<file path="src/rtl/ram_scroll_viewer_pkg.sv">
// Shared types and helpers for the RAM scroll viewer: mode encodings,
// seven-segment constants and the digit-count helper.
package ram_scroll_pkg;

  typedef enum logic [1:0] {
    MODE_MANUAL = 2'b00,
    MODE_UP     = 2'b01,
    MODE_DOWN   = 2'b10,
    MODE_HOLD   = 2'b11
  } mode_e;

  // Segments are {g,f,e,d,c,b,a}, active-low
  localparam logic [6:0] SEG_BLANK = 7'b1111111;
  localparam logic [6:0] SEG_ZERO  = 7'b1000000;

  function automatic int ceil_div4(input int width);
    return (width + 3) / 4;
  endfunction

endpackage

</file>
<file path="src/rtl/ram_scroll_viewer_if.sv">
// Switch/display bundle of the RAM scroll viewer; the viewer is the slave,
// the board (or bench) is the master.
interface ram_scroll_viewer_if import ram_scroll_pkg::*; #(
  parameter int DATA_W = 8,
  parameter int ADDR_W = 5
) ();
  localparam int DIGITS  = ceil_div4(DATA_W);
  localparam int ADIGITS = ceil_div4(ADDR_W);

  logic [DATA_W-1:0]    DATA;
  logic [ADDR_W-1:0]    ADDRESS;
  logic                 WE;
  logic [1:0]           MODE;
  logic [DATA_W-1:0]    Q;
  logic [ADDR_W-1:0]    CUR_ADDR;
  logic                 TICK;
  logic [7*DIGITS-1:0]  DISP;
  logic [7*ADIGITS-1:0] ADDR_DISP;

  modport master (
    output DATA, ADDRESS, WE, MODE,
    input  Q, CUR_ADDR, TICK, DISP, ADDR_DISP
  );

  modport slave (
    input  DATA, ADDRESS, WE, MODE,
    output Q, CUR_ADDR, TICK, DISP, ADDR_DISP
  );
endinterface

</file>
<file path="src/rtl/ram_scroll_viewer_hex7seg.sv">
// One hex digit decoder: 4-bit nibble to active-low segments {g..a}.
module hex7seg import ram_scroll_pkg::*; (
  input  logic [3:0] i_nib,
  output logic [6:0] o_seg
);
  always_comb begin
    o_seg = SEG_BLANK;
    unique case (i_nib)
      4'h0: o_seg = SEG_ZERO;
      4'h1: o_seg = 7'b1111001;
      4'h2: o_seg = 7'b0100100;
      4'h3: o_seg = 7'b0110000;
      4'h4: o_seg = 7'b0011001;
      4'h5: o_seg = 7'b0010010;
      4'h6: o_seg = 7'b0000010;
      4'h7: o_seg = 7'b1111000;
      4'h8: o_seg = 7'b0000000;
      4'h9: o_seg = 7'b0010000;
      4'hA: o_seg = 7'b0001000;
      4'hB: o_seg = 7'b0000011;
      4'hC: o_seg = 7'b1000110;
      4'hD: o_seg = 7'b0100001;
      4'hE: o_seg = 7'b0000110;
      4'hF: o_seg = 7'b0001110;
      default: o_seg = SEG_BLANK;
    endcase
  end
endmodule

</file>
<file path="src/rtl/ram_scroll_viewer.sv">
// RAM viewer: manual write/read from switches, or auto-scroll up/down/hold.
// Define RAM_SCROLL_ADDR_DISP_EN to drive ADDR_DISP with the hex of CUR_ADDR.
module ram_scroll_viewer import ram_scroll_pkg::*; #(
  parameter int DATA_W   = 8,
  parameter int ADDR_W   = 5,
  parameter int TICK_DIV = 50_000_000
) (
  input logic               CLK,
  input logic               RESET_N,
  ram_scroll_viewer_if.slave bus
);
  // state        | meaning
  // MODE_MANUAL  | last cycle was manual: switches drive address/writes
  // MODE_UP      | last cycle was scrolling up
  // MODE_DOWN    | last cycle was scrolling down
  // MODE_HOLD    | last cycle was frozen
  localparam int DEPTH  = 2 ** ADDR_W;
  localparam int DIGITS = ceil_div4(DATA_W);
  localparam int TW     = $clog2(TICK_DIV);
  localparam logic [TW-1:0] TCNT_LAST = TW'(TICK_DIV - 1);

  mode_e             w_mode, r_state, w_state_nxt;
  logic              w_mode_chg, w_scroll, w_tick, w_we;
  logic [ADDR_W-1:0] r_scnt, w_cur_addr;
  logic [TW-1:0]     r_tcnt;
  logic [DATA_W-1:0] r_mem [DEPTH];
  logic [DATA_W-1:0] r_q;
  logic [4*DIGITS-1:0] w_q_ext;
  logic [7*DIGITS-1:0] w_disp;

  assign w_mode = mode_e'(bus.MODE);

  always_ff @(posedge CLK or negedge RESET_N) begin
    if (!RESET_N) r_state <= MODE_MANUAL;
    else          r_state <= w_state_nxt;
  end

  always_comb begin
    w_state_nxt = w_mode;
  end

  // A mode that differs from last cycle's suppresses the step, so the new mode wins.
  always_comb begin
    w_mode_chg = (w_mode != r_state);
    w_scroll   = (w_mode == MODE_UP) || (w_mode == MODE_DOWN);
    w_tick     = w_scroll && !w_mode_chg && (r_tcnt == TCNT_LAST);
    w_we       = bus.WE && (w_mode == MODE_MANUAL);
    w_cur_addr = (w_mode == MODE_MANUAL) ? bus.ADDRESS : r_scnt;
  end

  always_ff @(posedge CLK or negedge RESET_N) begin
    if (!RESET_N)                                   r_tcnt <= '0;
    else if (w_mode == MODE_MANUAL || w_mode_chg)   r_tcnt <= '0;
    else if (r_tcnt == TCNT_LAST)                   r_tcnt <= '0;
    else                                            r_tcnt <= r_tcnt + 1'b1;
  end

  // Tracking ADDRESS in manual mode makes scrolling start from the last manual address.
  always_ff @(posedge CLK or negedge RESET_N) begin
    if (!RESET_N) begin
      r_scnt <= '0;
    end else begin
      unique case (w_mode)
        MODE_MANUAL: r_scnt <= bus.ADDRESS;
        MODE_UP:     if (w_tick) r_scnt <= r_scnt + 1'b1;
        MODE_DOWN:   if (w_tick) r_scnt <= r_scnt - 1'b1;
        MODE_HOLD:   r_scnt <= r_scnt;
        default:     r_scnt <= r_scnt;
      endcase
    end
  end

  always_ff @(posedge CLK) begin
    if (w_we) r_mem[bus.ADDRESS] <= bus.DATA;
  end

  always_ff @(posedge CLK or negedge RESET_N) begin
    if (!RESET_N) r_q <= '0;
    else          r_q <= r_mem[w_cur_addr];
  end

  always_comb begin
    w_q_ext = '0;
    w_q_ext[DATA_W-1:0] = r_q;
  end

  for (genvar k = 0; k < DIGITS; k++) begin : g_disp
    hex7seg u_hex (
      .i_nib (w_q_ext[4*k +: 4]),
      .o_seg (w_disp[7*k +: 7])
    );
  end

  assign bus.Q        = r_q;
  assign bus.CUR_ADDR = w_cur_addr;
  assign bus.TICK     = w_tick;
  assign bus.DISP     = w_disp;

`ifdef RAM_SCROLL_ADDR_DISP_EN
  localparam int ADIGITS = ceil_div4(ADDR_W);
  logic [4*ADIGITS-1:0] w_addr_ext;
  logic [7*ADIGITS-1:0] w_adisp;

  always_comb begin
    w_addr_ext = '0;
    w_addr_ext[ADDR_W-1:0] = w_cur_addr;
  end

  for (genvar k = 0; k < ADIGITS; k++) begin : g_adisp
    hex7seg u_hex (
      .i_nib (w_addr_ext[4*k +: 4]),
      .o_seg (w_adisp[7*k +: 7])
    );
  end

  assign bus.ADDR_DISP = w_adisp;
`else
  assign bus.ADDR_DISP = '1;
`endif

endmodule

</file>
<file path="src/flat_wrapper.sv">
// flat-port wrapper written by rule: the top's interface ports become plain ports
module ram_scroll_viewer_flat import ram_scroll_pkg::*;
#(
  parameter int DATA_W   = 8,
  parameter int ADDR_W   = 5,
  parameter int TICK_DIV = 50_000_000
)
  (CLK, RESET_N, bus_DATA, bus_ADDRESS, bus_WE, bus_MODE, bus_Q, bus_CUR_ADDR, bus_TICK, bus_DISP, bus_ADDR_DISP);
  ram_scroll_viewer_if #(.DATA_W(DATA_W), .ADDR_W(ADDR_W)) bus_i ();
  input logic CLK;
  input logic RESET_N;
  input wire logic [$bits(bus_i.DATA)-1:0] bus_DATA;
  input wire logic [$bits(bus_i.ADDRESS)-1:0] bus_ADDRESS;
  input wire logic [$bits(bus_i.WE)-1:0] bus_WE;
  input wire logic [$bits(bus_i.MODE)-1:0] bus_MODE;
  output wire logic [$bits(bus_i.Q)-1:0] bus_Q;
  output wire logic [$bits(bus_i.CUR_ADDR)-1:0] bus_CUR_ADDR;
  output wire logic [$bits(bus_i.TICK)-1:0] bus_TICK;
  output wire logic [$bits(bus_i.DISP)-1:0] bus_DISP;
  output wire logic [$bits(bus_i.ADDR_DISP)-1:0] bus_ADDR_DISP;
  assign bus_i.DATA = bus_DATA;
  assign bus_i.ADDRESS = bus_ADDRESS;
  assign bus_i.WE = bus_WE;
  assign bus_i.MODE = bus_MODE;
  assign bus_Q = bus_i.Q;
  assign bus_CUR_ADDR = bus_i.CUR_ADDR;
  assign bus_TICK = bus_i.TICK;
  assign bus_DISP = bus_i.DISP;
  assign bus_ADDR_DISP = bus_i.ADDR_DISP;
  ram_scroll_viewer #(.DATA_W(DATA_W), .ADDR_W(ADDR_W), .TICK_DIV(TICK_DIV)) u_core (.CLK(CLK), .RESET_N(RESET_N), .bus(bus_i));
endmodule
</file>
<file path="config.mk">
export PLATFORM = sky130hd
export DESIGN_NAME = ram_scroll_viewer_flat
export DESIGN_NICKNAME = d
export VERILOG_FILES = /design/src/rtl/ram_scroll_viewer_pkg.sv /design/src/rtl/ram_scroll_viewer_if.sv /design/src/rtl/ram_scroll_viewer_hex7seg.sv /design/src/rtl/ram_scroll_viewer.sv /design/src/flat_wrapper.sv
export SDC_FILE = /design/constraint.sdc
export NUM_CORES = 1
export LEC_CHECK = 0
export ABC_CLOCK_PERIOD_IN_PS = 2400
export CORE_MARGIN = 4
export CORE_UTILIZATION = 45
export CTS_CLUSTER_DIAMETER = 30
export DETAILED_ROUTE_END_ITERATION = 8
export DONT_BUFFER_PORTS = 1
export GPL_TIMING_DRIVEN = 0
export SLEW_MARGIN = 20
export SYNTH_ARGS = -nofsm -noshare
export SYNTH_HDL_FRONTEND = slang
export SYNTH_SLANG_ARGS = --single-unit
</file>
<file path="constraint.sdc">
create_clock -name CLK -period 2.4 [get_ports CLK]
set_clock_uncertainty 0.1 [all_clocks]
set_input_delay 0 -clock CLK [delete_from_list [all_inputs] [get_ports CLK]]
set_output_delay 0 -clock CLK [all_outputs]
set_load 0.1 [all_outputs]
</file>
==> results of run 1 <==
[layout make-up]
| cell class | count | area share [%] |
|---|---|---|
| diodes | 1 | 0.0143 |
| plain buffers | 65 | 3.03 |
| clock buffers | 63 | 8.79 |
| clock inverters | 53 | 4.15 |
| inverters | 15 | 0.524 |
| multi-input cells | 709 | 26.9 |
| flip-flops and latches | 297 | 50.2 |
| well taps | 384 | 2.75 |
| repair buffers | 57 | 3.72 |
[worst max-delay path by stage]
stage / startpoint / to / slack [ns] / depth (start not counted)
finish: u_core.bus.Q[0] / bus_DISP[3] / -0.1 / 4
global route: u_core.bus.Q[4] / bus_DISP[10] / -0.15 / 4
CTS: u_core.bus.Q[0] / bus_DISP[3] / -0.14 / 4
detailed placement: u_core.r_scnt[0] / u_core.bus.Q[6] / -0.89 / 8
global placement: u_core.r_scnt[0] / u_core.bus.Q[6] / -0.96 / 8
floorplan: u_core.r_tcnt[10] / u_core.r_scnt[2] / -0.38 / 6
[report_power, final]
group          internal [mW]  leakage, nW  switching, mW
Combinational           2.09         2.41           4.70
Clock                   6.14         1.08           3.00
Sequential              5.79         2.82          0.747
[through the flow]
step | instance area, sq um | utilization [%]
detailed placement | 13900 | 48.1
CTS | 17000 | 58.9
global route | 17400 | 60.4
finish | 17400 | 60.4
floorplan | 13400 | -
global placement | 13900 | 48.1
[cells by family after synthesis]
logic type	synth area share, %
compound gates	7.47
xor+xnor	1.86
fa+ha+maj	2.04
other cells	0.0284
flops	65.9
mux	2.88
buf+inv	3.14
simple gates	16.7
[critical path, cell delays in order (launching register included)]
cell and delay, ns:
dfrtp_4 0.70, inv_6 0.08, ha_4 0.27, inv_2 0.03, mux4_2 0.72
[routing by layer]
layer / vias to the layer above / routed length, um
met5: - / 11
met4: 2 / 1340
met3: 93 / 3110
met2: 404 / 17600
met1: 4595 / 15200
li1: 4241 / -
[cells in the mapped netlist, types with 6 or more instances]
master    number  area (sq um)
clkbuf_1      16          60.1
mux2i_1       11           110
nor2_1       147           552
buf_4         18           135
dfrtp_1       41          1030
buf_2         29           145
nor2b_1       11          68.8
ha_1          20           250
o22ai_1       13          81.3
o21ai_0       12          60.1
o221ai_1      11          96.3
o41ai_1       11          96.3
nand2_1      196           736
and3_1        33           206
nand3_1       31           155
a21oi_1       23           115
a31oi_1       23           144
nand4_1       29           181
mux4_2         9           203
xnor2_1       12           105
xor2_1        16           140
o21bai_1       6          45.0
a22o_1         8          70.1
edfxtp_1     256          7690
inv_1         13          48.8
[flip-flops by register name (all words and copies together), names as in the netlist]
| signal | cells |
|---|---|
| u_core.r_state | 2 |
| u_core.r_scnt | 5 |
| u_core.bus.Q | 8 |
| u_core.r_tcnt | 26 |
| u_core.r_mem | 256 |
[repair_timing]
item,in CTS,in global routing
endpoints found under the setup margin,44,41
gates resized for setup,112,68
buffers inserted,6,19
cloned,0,3
hold buffers,29,2
endpoints found under the hold margin,309,33
pin swaps,14,22
==> reports/qor.csv, run 1 <==
stage;metric;value;unit
routing;wire_per_inst;22.7;um
routing;drtAntennaViolNets;0;
logic_synthesis;synth-edff-count;256;
logic_synthesis;ys.flop_type;edfxtp_1;
final_layout;stdcell_count;1644;
sta;maxSlewViolCount;0;
logic_synthesis;synth.avg_cell_area;12.3;sq um
sta;timing.setup.tns;-0.350;ns
setup_path;worstPathMaxFanout;7;
logic_synthesis;ys_seq_elements;297;
clocking;cts_tree;built;
placed_design;dp_slack;-0.888;ns
final_layout;multiInputGateArea;0.00469;sq mm
global_route;grt_pass1_wl;54500;um
global_route;grt_pass1_vias;9189;
logic_synthesis;async_flop_share;13.8;%
global_route;grt_use_total;22.7;%
global_route;grt_max_degree;42;
final_layout;layout_commonest_cell;edfxtp_1;
logic_synthesis;synth_area;0.0132;sq mm
clocking;cts_buffer_depth;3;
hold_path;min_to;u_core.r_state[1];
global_route;grt.met1_usage;29.7;%
final_layout;drive_gt1_share;25.2;%
setup_path;reg2reg_from;u_core.r_scnt[2];
sta;timing.slew.headroom;39.1;%
routing;via_per_inst;5.68;
logic_synthesis;synth_cells;1072;
floorplan;ios;60;
routing;drc_errors;0;
clocking;htree_num_levels;2;
clocking;worstSkewPairLatency;0.59;ns
final_layout;fill_cells;2202;
logic_synthesis;yosys_warnings;0;
sta;finalCritPeriodShare;104;%
setup_path;r2r_end;u_core.bus.Q[1];
floorplan;fp-row-count;62;
logic_synthesis;seq_area_frac_synth;65.9;%
setup_path;reg2reg_depth;7;
placed_design;io_buffers;0;
clocking;clock-sinks;297;
clocking;path_clk_slew;0.05;ns
setup_path;critPathCaptureType;output pin;
final_layout;final_cell_mix;edfxtp_1 (256), nand2_1 (195), nor2_1 (142);
logic_synthesis;ys_types;64;
hold_path;hp-class;input pin to flop;
final_layout;seq_area;0.00875;sq mm
routing;drt_iter0_markers;863;
routing;wirelength;37300;um
global_route;use_met2;36.1;%
status;violations;negative hold slack, negative setup slack;
clocking;root_buffer;clkbuf_16;
placed_design;place.gp.congestion;0.884;
clocking;numCtsBuffers;61;
sta;min_period;2.50;ns
flow_run;drv_cap;0;
setup_path;worst_ep_arrival_time;2.40;ns
sta;worst_pin_slew;0.907;ns
floorplan;initial_core_util;45.8;%
sta;holdWs;-0.0347;ns
sta;setup_viol;7;
power;ir_drop;0.761;mV
setup_path;rrSetupSlack;0.01;ns
placed_design;dp.cells;1470;
global_route;antenna_found_initial;1;
sta;hold_violations;1;
power;power.total;22.5;mW
sta;rsz0062_at_grt;true;
floorplan;dieWidth;179;um
setup_path;cp.required;2.30;ns
power;p_leak;6.31;nW
setup_path;path_class;flop to output pin;
power;p_per_area;1290;mW/mm^2
setup_path;cp-start-kind;flop;
floorplan;die_y;179;um
sta;final.setup.worst_slack;-0.0985;ns
floorplan;die_area;0.0322;sq mm
placed_design;hpwl;23100;um
floorplan;core;0.0289;sq mm
hold_path;hp-start;bus_MODE[1];
sta;fmax;0.400;GHz
status;status;finished, violations left;
routing;vias;9335;
global_route;busiest_layer;met2;
final_layout;final_net_count;1245;
final_layout;syn2layout_area_growth;32.0;%
routing;dr.pass1.iters;5;
hold_path;min_path_cells;1;
global_route;met3_usage;5.83;%
global_route;overflow;0;
Note: power is estimated with default switching activity, not from simulation.
==> run 2: changes to the inputs <==
- SETUP_SLACK_MARGIN: not set -> 0.4
- SYNTH_HIERARCHICAL: not set -> 1
==> run 2 against run 1 <==
The run ends with negative setup slack left. Total power up 7.6%. Global-route usage down 0.083 points. Worst hold slack better by 0.080 ns. Worst setup slack worse by 0.030 ns. Flip-flop and latch count unchanged. Synthesized cell count down 4.8%. Fmax down 1.2%. Via count up 0.87%.
==> reports/qor.csv, run 2 <==
stage;metric;value;unit;change
status;status;finished, violations left;;
status;violations;negative setup slack;;
final_layout;layout_commonest_cell;edfxtp_1;;
logic_synthesis;synthTopCellsByArea;edfxtp_1 (57%), dfrtp_1 (7.6%), mux2i_1 (5.4%), nand2_1 (3.9%), nor2_1 (2.2%);;
final_layout;multiInputGateArea;0.00575;sq mm;+23%
logic_synthesis;ys_seq_elements;297;;unchanged
setup_path;path_class;flop to output pin;;
hold_path;hp-class;input pin to flop;;
floorplan;dieWidth;181;um;+0.77%
clocking;worstSkewPairLatency;0.56;ns;-0.03 ns
placed_design;place.gp.congestion;0.863;;-2.4%
sta;worst_pin_slew;1.08;ns;+0.170 ns
setup_path;cp.buffers_inverters;2;;unchanged
sta;timing.slew.headroom;28.2;%;-11 points
power;p_per_area;1290;mW/mm^2;-0.15%
setup_path;cp_slowest_cell;mux4_2;;
setup_path;worst_ep_arrival_time;2.43;ns;+0.03 ns
routing;drc_errors;0;;unchanged
logic_synthesis;ys.flop_type;edfxtp_1;;
placed_design;dp_slack;-0.630;ns;+0.258 ns
clocking;cts_buffer_depth;3;;unchanged
logic_synthesis;yosysMostFrequentCell;edfxtp_1;;
floorplan;ios;60;;unchanged
clocking;root_buffer;clkbuf_16;;
logic_synthesis;synth_cells;1021;;-4.8%
sta;rsz0062_at_grt;true;;
sta;fmax;0.395;GHz;-1.2%
logic_synthesis;synth_area;0.0134;sq mm;+1.6%
logic_synthesis;ys_top_cells_by_count;edfxtp_1 (256), nand2_1 (138), nor2_1 (79);;
setup_path;reg2reg_depth;6;;-1
setup_path;reg2reg_from;u_core/r_tcnt[11];;
placed_design;hpwl;22500;um;-2.7%
sta;hold_violations;0;;-1
routing;drt_iter0_markers;831;;-3.7%
logic_synthesis;async_flop_share;13.8;%;unchanged
logic_synthesis;yosys_warnings;6;;+6
final_layout;final_net_count;1230;;-1.2%
setup_path;cp.required;2.30;ns;about the same
sta;min_period;2.53;ns;+0.0304 ns
setup_path;r2r_end;u_core/r_scnt[1];;
setup_path;crit_top_cell;inv_4;;
logic_synthesis;synth_top_area_cell;edfxtp_1;;
hold_path;hp-start;bus_ADDRESS[4];;
logic_synthesis;synth.avg_cell_area;13.2;sq um;+6.7%
global_route;grt_max_degree;42;;unchanged
power;p_leak;6.66;nW;+5.6%
setup_path;rrSetupSlack;-0.06;ns;-0.07 ns
floorplan;fp-row-count;62;;unchanged
final_layout;top_register;u_core/r_mem;;
hold_path;min_path_cells;3;;+2
global_route;grt_pass1_wl;56600;um;+3.9%
clocking;path_clk_slew;0.04;ns;about the same
sta;maxSlewViolCount;0;;unchanged
global_route;grt_pass1_vias;9408;;+2.4%
placed_design;dp.cells;1418;;-3.5%
clocking;clock-sinks;297;;unchanged
hold_path;min_to;u_core/r_mem[11][1];;
sta;final.setup.worst_slack;-0.129;ns;-0.0304 ns
setup_path;critPathCaptureType;output pin;;
setup_path;slowest_delay;0.73;ns;about the same
clocking;htree_num_levels;3;;+1
setup_path;crit_family;multiplexers;;
logic_synthesis;seq_area_frac_synth;64.9;%;-1.1 points
global_route;overflow;0;;unchanged
logic_synthesis;ys_types;59;;-7.8%
routing;vias;9416;;+0.87%
final_layout;seq_area;0.00874;sq mm;about the same
final_layout;drive_gt1_share;35.4;%;+10 points
global_route;grt_use_total;22.6;%;-0.083 points
global_route;antenna_found_initial;1;;unchanged
setup_path;cp-start-kind;flop;;
sta;finalCritPeriodShare;105;%;+1.3 points
setup_path;worstPathMaxFanout;8;;+1
routing;wirelength;38000;um;+1.8%
clocking;numCtsBuffers;67;;+9.8%
power;power.total;24.2;mW;+7.6%
final_layout;stdcell_count;1624;;-1.2%
setup_path;cp_cell_sequence;inv_4 -> ha_4 -> inv_4 -> mux4_2;;
routing;wire_per_inst;23.4;um;+3.1%
floorplan;core;0.0291;sq mm;+0.81%
routing;via_per_inst;5.80;;+2.1%
placed_design;io_buffers;0;;unchanged
routing;dr.pass1.iters;5;;unchanged
final_layout;final_cell_mix;edfxtp_1 (256), nand2_1 (133), clkbuf_16 (71);;
final_layout;syn2layout_area_growth;39.9;%;
final_layout;largest_reg_flops;256;;unchanged
flow_run;drv_cap;0;;unchanged
floorplan;initial_core_util;46.2;%;+0.37 points
logic_synthesis;synth_top_area_share;57.2;%;-0.93 points
sta;setup_viol;10;;+3
final_layout;fill_cells;2024;;-8.1%
floorplan;die_y;181;um;+0.77%
floorplan;die_area;0.0327;sq mm;+1.6%
clocking;cts_tree;built;;
power;ir_drop;0.863;mV;+13%
routing;drtAntennaViolNets;0;;unchanged
logic_synthesis;synth-edff-count;256;;unchanged
## run 2: changes by cell type after synthesis, sizes merged, moves of 18 or more
| cell | previous run | this run |
|---|---|---|
| nand4 | 29 | 8 |
| nand2 | 196 | 138 |
| mux2i | 13 | 75 |
| a21boi | 0 | 18 |
| and3 | 33 | 6 |
| nor2 | 147 | 79 |
## run 2: timing repair
action | in CTS | in global routing
pin swaps | 34 | 34
cloned | 4 | 1
gates resized for setup | 271 | 71
hold endpoints to repair | 463 | 70
endpoints found under the setup margin | 295 | 195
hold buffers | 26 | 3
setup buffers | 36 | 17
## run 2: routing by layer
metal	part of all wire [%]	up-vias	track usage, %
met4	3.4	0	9.17
met5	0	-	0
met3	8.0	84	5.67
li1	-	4208	-
met1	42	4706	30.1
met2	47	418	35.6
## run 2: kinds of logic (layout without fill, tap and decap cells)
kind of cell    Yosys count  in the layout  synth area share [%]
compound gates          168            169                  9.16
fa+ha+maj                23             23                  2.20
flops                   297            297                  64.9
mux                      93             93                  7.84
xor+xnor                 28             28                  1.83
buf+inv                  89            293                  3.37
other cells               1             15                0.0279
simple gates            322            322                  10.7
## run 2: area by class of cell
class | instances | share of cell area, %
antenna | 1 | 0.0133
buffer | 68 | 3.19
clock inverter | 39 | 2.20
timing repair buffer | 85 | 4.93
tap | 384 | 2.56
sequential | 297 | 46.5
clock buffer | 80 | 9.45
inverter | 21 | 0.572
multi-input combinational | 649 | 30.6
## run 2: worst max path at each step
stage | from | to | slack [ns] | depth (start not counted)
6_report | u_core/bus.Q[4] | bus_DISP[10] | -0.13 | 4
3_3_place_gp | bus_MODE[0] | u_core/bus.Q[5] | -0.60 | 9
5_1_grt | u_core/r_tcnt[11] | bus_TICK | -0.20 | 4
2_1_floorplan | u_core/r_tcnt[16] | u_core/r_scnt[2] | 0.23 | 5
3_5_place_dp | bus_MODE[0] | u_core/bus.Q[5] | -0.63 | 9
4_1_cts | u_core/r_tcnt[11] | bus_TICK | -0.11 | 4
## run 2: metrics by stage
step	setup TNS [ns]	utilization, %	cell area [sq um]	hold slack [ns]
floorplan	0	-	13700	-0.396
global placement	-93.85	48.6	14100	-0.394
detailed placement	-98.81	48.6	14100	-0.394
CTS	-0.507	63.1	18300	0.0206
global route	-1.54	64.6	18800	0.0527
finish	-0.699	64.6	18800	0.0452
## run 2: worst min-delay path: stages
cell and delay [ns]:
nor2b_1 0.05, nand2_1 0.30, nor2_4 0.15
## run 2: power by group
group	switching (mW)	leakage, nW	total (mW)	internal [mW]
Clock	2.80	1.06	8.72	5.92
Combinational	5.59	2.77	8.89	3.30
Sequential	0.778	2.83	6.57	5.79
Total	9.16	6.66	24.2	15.0
